### src/rtl/alu_ctrl_seq.sv
// -----------------------------------------------------------------------------
// alu_ctrl_seq -- ALU control decoder with an optional multi-cycle sequencer
//
// Decodes the main-decoder ALUOp class and the R-type Funct field into a
// registered ALU control code. Multiply/divide Functs, when the feature is
// built in, hand control to a small sequencer that strobes the iterative
// datapath once per cycle for MD_CYCLES cycles and then reports completion.
//
// Build option:
//   ALU_CTRL_SEQ_MD_EN  defined   -> multiply/divide sequencer (IDLE/ITER/DONE)
//                       undefined -> MULT/MULTU/DIV/DIVU decode as illegal,
//                                    busy_o/md_step_o/md_done_o/md_count_o = 0
//
// Parameters:
//   CTRL_W     ALUCtrl width (>= 4, bits above [3] always 0)
//   MD_CYCLES  iterations per multiply/divide (2..64)
//   CNT_W      md_count_o width, must hold MD_CYCLES-1
//
// Ports:
//   clk           rising-edge clock
//   rst           asynchronous active-high reset
//   valid_i       decode request
//   ALUOp         main-decoder operation class
//   Funct         R-type function field
//   flush_i       synchronous abort of any request or multi-cycle op
//   ready_o       a request presented this cycle will be accepted
//   ALUCtrl       registered ALU control code
//   ctrl_valid_o  pulse: ALUCtrl carries a new result
//   illegal_o     pulse: unsupported Funct was decoded
//   busy_o        multi-cycle op in progress
//   md_step_o     iteration strobe to the multiply/divide datapath
//   md_count_o    current iteration index
//   md_done_o     pulse: multi-cycle op complete
// -----------------------------------------------------------------------------
module alu_ctrl_seq #(
  parameter int CTRL_W    = 4,
  parameter int MD_CYCLES = 32,
  parameter int CNT_W     = 6
) (
  input  logic              clk,
  input  logic              rst,
  input  logic              valid_i,
  input  logic [1:0]        ALUOp,
  input  logic [5:0]        Funct,
  input  logic              flush_i,
  output logic              ready_o,
  output logic [CTRL_W-1:0] ALUCtrl,
  output logic              ctrl_valid_o,
  output logic              illegal_o,
  output logic              busy_o,
  output logic              md_step_o,
  output logic [CNT_W-1:0]  md_count_o,
  output logic              md_done_o
);

  // Elaboration-time parameter sanity checks.
  if (CTRL_W < 4) begin : g_bad_ctrl_w
    $error("alu_ctrl_seq: CTRL_W must be >= 4");
  end
  if (MD_CYCLES < 2 || MD_CYCLES > 64) begin : g_bad_md_cycles
    $error("alu_ctrl_seq: MD_CYCLES must be in 2..64");
  end
  if ((MD_CYCLES - 1) >= (1 << CNT_W)) begin : g_bad_cnt_w
    $error("alu_ctrl_seq: CNT_W too narrow for MD_CYCLES-1");
  end

  // Classification of a decoded request.
  typedef enum logic [1:0] {
    K_SINGLE  = 2'd0,
    K_ILLEGAL = 2'd1,
    K_MD      = 2'd2
  } kind_e;

  kind_e       dec_kind;
  logic [3:0]  dec_code;
  logic        accept;

  logic [CTRL_W-1:0] ctrl_q;
  logic              ctrl_valid_q;
  logic              illegal_q;

  // Combinational decode of the presented request.
  always_comb begin
    dec_kind = K_SINGLE;
    dec_code = 4'b0000;
    case (ALUOp)
      2'b00:   dec_code = 4'b0100;
      2'b01:   dec_code = 4'b0110;
      2'b11:   dec_code = 4'b0000;
      default: begin
        case (Funct)
          6'b100000: dec_code = 4'b0100;
          6'b100001: dec_code = 4'b0101;
          6'b100010: dec_code = 4'b0110;
          6'b100011: dec_code = 4'b1110;
          6'b100100: dec_code = 4'b0000;
          6'b100101: dec_code = 4'b0001;
          6'b100110: dec_code = 4'b1001;
          6'b100111: dec_code = 4'b1000;
          6'b101010: dec_code = 4'b0011;
          6'b101011: dec_code = 4'b1011;
          6'b000100: dec_code = 4'b0010;
          6'b000110: dec_code = 4'b0111;
          6'b000111: dec_code = 4'b1010;
          // MULT / MULTU / DIV / DIVU
          6'b011000, 6'b011001, 6'b011010, 6'b011011: begin
`ifdef ALU_CTRL_SEQ_MD_EN
            dec_kind = K_MD;
            dec_code = 4'b1111;
`else
            dec_kind = K_ILLEGAL;
            dec_code = 4'b0000;
`endif
          end
          default: begin
            dec_kind = K_ILLEGAL;
            dec_code = 4'b0000;
          end
        endcase
      end
    endcase
  end

  assign accept = valid_i & ready_o;

`ifdef ALU_CTRL_SEQ_MD_EN

  typedef enum logic [1:0] {
    S_IDLE = 2'd0,
    S_ITER = 2'd1,
    S_DONE = 2'd2
  } state_e;

  localparam logic [CNT_W-1:0] LAST_CNT = CNT_W'(MD_CYCLES - 1);

  state_e           state_q;
  logic [CNT_W-1:0] count_q;
  logic             busy_q;
  logic             step_q;
  logic             done_q;

  // Reset is folded in so ready_o drops the moment rst rises.
  assign ready_o = ~rst & ~flush_i & (state_q == S_IDLE);

  // Controller: all outputs are registered alongside the state so that the
  // ITER/DONE indications line up with the state they describe.
  always_ff @(posedge clk or posedge rst) begin
    if (rst) begin
      state_q      <= S_IDLE;
      ctrl_q       <= '0;
      ctrl_valid_q <= 1'b0;
      illegal_q    <= 1'b0;
      busy_q       <= 1'b0;
      step_q       <= 1'b0;
      done_q       <= 1'b0;
      count_q      <= '0;
    end else begin
      // Pulse outputs default low every cycle.
      ctrl_valid_q <= 1'b0;
      illegal_q    <= 1'b0;
      done_q       <= 1'b0;
      case (state_q)
        S_IDLE: begin
          if (accept) begin
            ctrl_q <= CTRL_W'(dec_code);
            case (dec_kind)
              K_MD: begin
                state_q <= S_ITER;
                busy_q  <= 1'b1;
                step_q  <= 1'b1;
                count_q <= '0;
              end
              K_ILLEGAL: begin
                ctrl_valid_q <= 1'b1;
                illegal_q    <= 1'b1;
              end
              default: ctrl_valid_q <= 1'b1;
            endcase
          end
        end
        S_ITER: begin
          if (flush_i) begin
            // Abort silently; ALUCtrl keeps the 1111 code.
            state_q <= S_IDLE;
            busy_q  <= 1'b0;
            step_q  <= 1'b0;
            count_q <= '0;
          end else if (count_q == LAST_CNT) begin
            state_q      <= S_DONE;
            busy_q       <= 1'b0;
            step_q       <= 1'b0;
            count_q      <= '0;
            done_q       <= 1'b1;
            ctrl_valid_q <= 1'b1;
          end else begin
            count_q <= count_q + CNT_W'(1);
          end
        end
        S_DONE: begin
          // Always returns to IDLE; a flush here changes nothing further.
          state_q <= S_IDLE;
        end
        default: begin
          state_q <= S_IDLE;
          busy_q  <= 1'b0;
          step_q  <= 1'b0;
          count_q <= '0;
        end
      endcase
    end
  end

  assign busy_o     = busy_q;
  assign md_step_o  = step_q;
  assign md_count_o = count_q;
  assign md_done_o  = done_q;

`else

  // Without the sequencer the block never leaves IDLE.
  assign ready_o = ~rst & ~flush_i;

  always_ff @(posedge clk or posedge rst) begin
    if (rst) begin
      ctrl_q       <= '0;
      ctrl_valid_q <= 1'b0;
      illegal_q    <= 1'b0;
    end else begin
      ctrl_valid_q <= 1'b0;
      illegal_q    <= 1'b0;
      if (accept) begin
        ctrl_q       <= CTRL_W'(dec_code);
        ctrl_valid_q <= 1'b1;
        illegal_q    <= (dec_kind == K_ILLEGAL);
      end
    end
  end

  assign busy_o     = 1'b0;
  assign md_step_o  = 1'b0;
  assign md_count_o = '0;
  assign md_done_o  = 1'b0;

`endif

  assign ALUCtrl      = ctrl_q;
  assign ctrl_valid_o = ctrl_valid_q;
  assign illegal_o    = illegal_q;

endmodule

### config.mk
export PLATFORM = sky130hd
export DESIGN_NAME = alu_ctrl_seq
export DESIGN_NICKNAME = d
export VERILOG_FILES = /design/src/rtl/alu_ctrl_seq.sv
export SDC_FILE = /design/constraint.sdc
export NUM_CORES = 1
export LEC_CHECK = 0
export ABC_AREA = 1
export BUFFER_PORTS_ARGS = -buffer_cell sky130_fd_sc_hd__buf_2
export CAP_MARGIN = 20
export CORE_MARGIN = 2
export CORE_UTILIZATION = 37
export DETAILED_ROUTE_END_ITERATION = 7
export PLACE_DENSITY = 0.72
export SYNTH_ARGS = -nofsm -noshare
export SYNTH_HDL_FRONTEND = slang
export SYNTH_SLANG_ARGS = --single-unit
### constraint.sdc
create_clock -name clk -period 0.8 [get_ports clk]
set_clock_uncertainty 0.15 [all_clocks]
set_input_delay 0.16 -clock clk [delete_from_list [all_inputs] [get_ports clk]]
set_output_delay 0.16 -clock clk [all_outputs]
set_load 0.005 [all_outputs]
Word-level counts from Yosys, hierarchy flattened
Cells that the tools add are included.
{"block": "word_totals", "reg_bits": 6, "output_inout_bits": 16}
{"block": "classes", "eq_ne": 16, "muxes": 6, "bitwise": 4, "n_reduce_logical": 3}
{"cell": "$eq 6x6->1 const B", "count": 10}
{"cell": "$pmux 4 s12", "count": 1}
{"cell": "$eq 6x3->1 const B", "count": 3}
{"cell": "$reduce_or 13->1", "count": 1}
{"cell": "$pmux 4 s3", "count": 1}
{"cell": "$eq 2x1->1 const B", "count": 2}
{"cell": "$mux 1", "count": 4}
{"cell": "$reduce_or 3->1", "count": 1}
{"cell": "$and 1x1->1", "count": 2}
{"cell": "$eq 2x2->1 const B", "count": 1}
{"cell": "$logic_not 2->1", "count": 1}
{"cell": "$not 1->1", "count": 2}

Longest topological paths before layout
{"block": "depth", "ltp_word": 6, "ltp_mapped": 8, "ltp_nobuf": 8}

Least setup slack after synthesis
Ideal clock, no wire load.
{"block": "synth_path", "path_type": "input to register", "start": "in Funct[5]", "end": "reg ctrl_q[2] (netlist: ALUCtrl[2])", "setup_ns": 0.073, "arrival_time_ns": 0.768, "required_time_ns": 0.577, "path_slack_ns": -0.191, "path_stages": 7, "n_path_buf": 0, "path_cell_list": "nor2_1 inv_1 nor3_2 nand2_1 nand2_1 nand2_1 a21oi_2"}
{"block": "synth_via", "elab_chain_len": 3, "elab_cells_between_ends": 14, "cone_classes": "12 x eq/ne; 2 x mux"}
{"element": "from (decl)", "line": "44", "rtl": "input logic [5:0] Funct,"}
{"element": "$eq 6x3->1 or $eq 6x6->1 (tied branches)", "line": "91", "rtl": "case (Funct)"}
{"element": "$pmux 4 s12 *", "line": "91"}
{"element": "$pmux 4 s3 *", "line": "86", "rtl": "case (ALUOp)"}
{"element": "to (signal assigned)", "line": "232", "rtl": "ctrl_q <= CTRL_W'(dec_code);"}
{"element": "to (decl)", "line": "78", "rtl": "logic [CTRL_W-1:0] ctrl_q;"}
Every way passes the cells marked *; elsewhere a longest branch is shown, timed or not.
A chain may end at the register's enable or synchronous reset.

Final worst setup path
{"block": "layout_path", "start": "reg ctrl_q[2] (netlist: ALUCtrl[2])", "end": "out ALUCtrl[2]"}
{"element": "to (decl)", "line": "47", "rtl": "output logic [CTRL_W-1:0] ALUCtrl,"}
No word-level cell between the ends.

==> results.md <==
* Buf/Inv on CP at 1
* Pwr Density at 1090 nW/um^2
* Crit path max-delay family: flip-flops
* Predominant post-synthesis flop cell: dfrtp_1
* Setup crit end kind: output port
* Dpl hpwl at 862 um
* FF+latch count, synth at 6
* Layout area overhead at 82.0%
* WL per Instance at 11.4 um
* First-pass DRT Iterations at 3
* Starting Density at 0.389
* F_max at 952 MHz
* Worst EP required at 490 ps
* Share of layout cells above drive strength 1 at 0.629
* RSZ-0062 raised after global routing: true
* Ranking of synthesized cells by area: dfrtp_1, nand2_1, buf_4, inv_1, nor2_1
* Area taken by multi-input logic gates at 397 sq um
* Startpoint type of the worst setup path: register
* Critical Path, Cell by Cell: buf_2
* Final hold slack at 46.9 ps
* Failing checks: setup timing
* Worst Slack Setup Final at -251 ps
* Io pins at 28
* CP Launch Point: ALUCtrl[2]
* Asr flop ratio synth at 1.00
* Post-synth top area share at 0.305
* Via Count at 550
* Initial antenna violation count at 0
* Worst hold path class: in -> reg
* Longest Clk Path Bufs at 2
* Final-stage net count at 119
* Cts bufs inserted at 3
* Critical Path AT at 740 ps
* Number of port buffers at 18
* Antenna viol nets, final at 0
* R2R Setup Slk at -90 ps
* Most frequent cell after synthesis: nand2_1
* Critical path fanouts, max at 2
* Clk slew on worst S/H paths at 40 ps
* Routed wire length at 1.36 mm
* Clk_lat worst skew at 240 ps
* Max VDD drop at 0.453 mV
* Placed Area at 643 sq um
* Leakage at 0.486 nW
* Total track usage at 0.165
* Final instance area at 897 sq um
* Gpl congestion at 0.784
* Synth cell count leaders: nand2_1, inv_1, nor2_1
* R2r startpoint: ALUCtrl[2]
* Synth unique cells at 18
* CP Class: reg -> out
* Clock sinks at 6
* Clock tree root buffer cell: clkbuf_4
* Synthesis Warnings at 0
* Outcome: complete, but fails checks
* Residual DRC at 0
* Reg-to-reg endpoint: ALUCtrl[2]
* # diodes at 0
* Instance count of the mapped netlist at 75
* Die W at 40.5 um
* Largest net degree at the start of global routing at 7
* Synth Cell Area at 493 sq um
* Register area share after synthesis at 0.305
* Total of max-cap violations at 0
* Vias/cell at 4.58
* Crit. path cell count at 1
* Worst-path cell with the longest stage delay: dfrtp_1
* Hold Vio Cnt, Final at 0
* Die Y at 40.5 um
* Max stage delay on crit path at 380 ps
* Remaining Overflow, GRT at 0
* Final setup viols at 12
* Die Area at 1640 sq um
* Iter 0 DRT Violations at 1
* H-tree depth at 1
* Path depth of the worst reg2reg path at 3
* CTS tree: done
* Mean Syn Cell Area at 6.57 sq um
* Fillers at 115
* CORE AREA at 1270 sq um
* Yosys top cell by area: dfrtp_1
* Final period util at 1.31
* Setup crit end: ALUCtrl[2]
* First-pass GRT wire length at 1.77 mm
* Number of flops mapped to enable cells by yosys at 0
* Register area at 150 sq um
* Vias in the first global route at 471
* Final worst path period need at 1050 ps
* Max-slew violations at 0
* Row cnt at 13
cell usage in the layout, fill, tap and decap left out, types with 4 or more instances in the layout:
master   Yosys  routed
nand2_4      0       4
nand2_2      2       4
nor2_4       0       7
buf_6        0       9
buf_4        9       6
nand2_1     19      13
buf_2        0      10
conb_1       1       9
inv_1       10       4
dfrtp_1      6       6
area by class of cell:
cell class | instances | share of cell area
Clock buffer | 3 | 0.0251
Inverter | 12 | 0.0753
Multi-Input combinational cell | 56 | 0.442
Sequential cell | 6 | 0.167
Tap cell | 15 | 0.0209
Timing Repair Buffer | 28 | 0.269
kinds of logic (layout without fill, tap and decap cells):
group           Yosys count  in the layout  synth area share
flops                     6              6             0.305
simple gates             40             40             0.358
buf+inv                  21             43             0.231
compound gates            7              7            0.0990
other cells               1              9           0.00761
metal layers:
layer | track usage | wire length, um | vias up
met5 | 0 | 0 | -
met4 | 0.100 | 30 | 0
met3 | 0.0167 | 92 | 4
met2 | 0.337 | 813 | 21
met1 | 0.148 | 426 | 250
li1 | - | - | 275
registers in the layout, summed over array words and instances, names as in the netlist:
signal,cells
ALUCtrl,4
illegal_o,1
ctrl_valid_o,1
per-stage QoR:
| step | setup WS (ps) | power, W | utilization | TNS (ps) | instances |
|---|---|---|---|---|---|
| finish | -251 | 0.000981 | 0.707 | -1890 | 120 |
| global route | -285 | 0.00104 | 0.707 | -2400 | 120 |
| CTS | -261 | 0.000939 | 0.628 | -1760 | 118 |
| detailed placement | -394 | 0.000564 | 0.507 | -1770 | 110 |
| global placement | -374 | 0.000557 | 0.507 | -1680 | 110 |
| floorplan | -137 | 0.000494 | - | -497 | 83 |
where the power goes:
part | leakage (nW) | total [W] | switching, W | internal [W]
Combinational | 0.395 | 0.000374 | 0.000185 | 0.000189
Sequential | 0.0776 | 0.000339 | 0.0000118 | 0.000327
Clock | 0.0138 | 0.000267 | 0.0000984 | 0.000169
how the worst min path moves through the flow:
stage | from | depth (start not counted) | slack (ps) | to
6_report | valid_i | 3 | 50 | ctrl_valid_o
5_1_grt | valid_i | 3 | 60 | ctrl_valid_o
4_1_cts | valid_i | 3 | 40 | ctrl_valid_o
3_5_place_dp | rst | 2 | -40 | ALUCtrl[3]
3_3_place_gp | rst | 2 | -40 | ALUCtrl[3]
2_1_floorplan | rst | 1 | -200 | ALUCtrl[0]
repair_timing:
item	CTS	global route
resized for setup	25	22
setup buffers	4	2
gates cloned	0	0
endpoints found under the setup margin	12	18
pin swaps	13	9
endpoints found under the hold margin	6	0
hold buffers	1	0
Power figures use the tool's default switching activity.
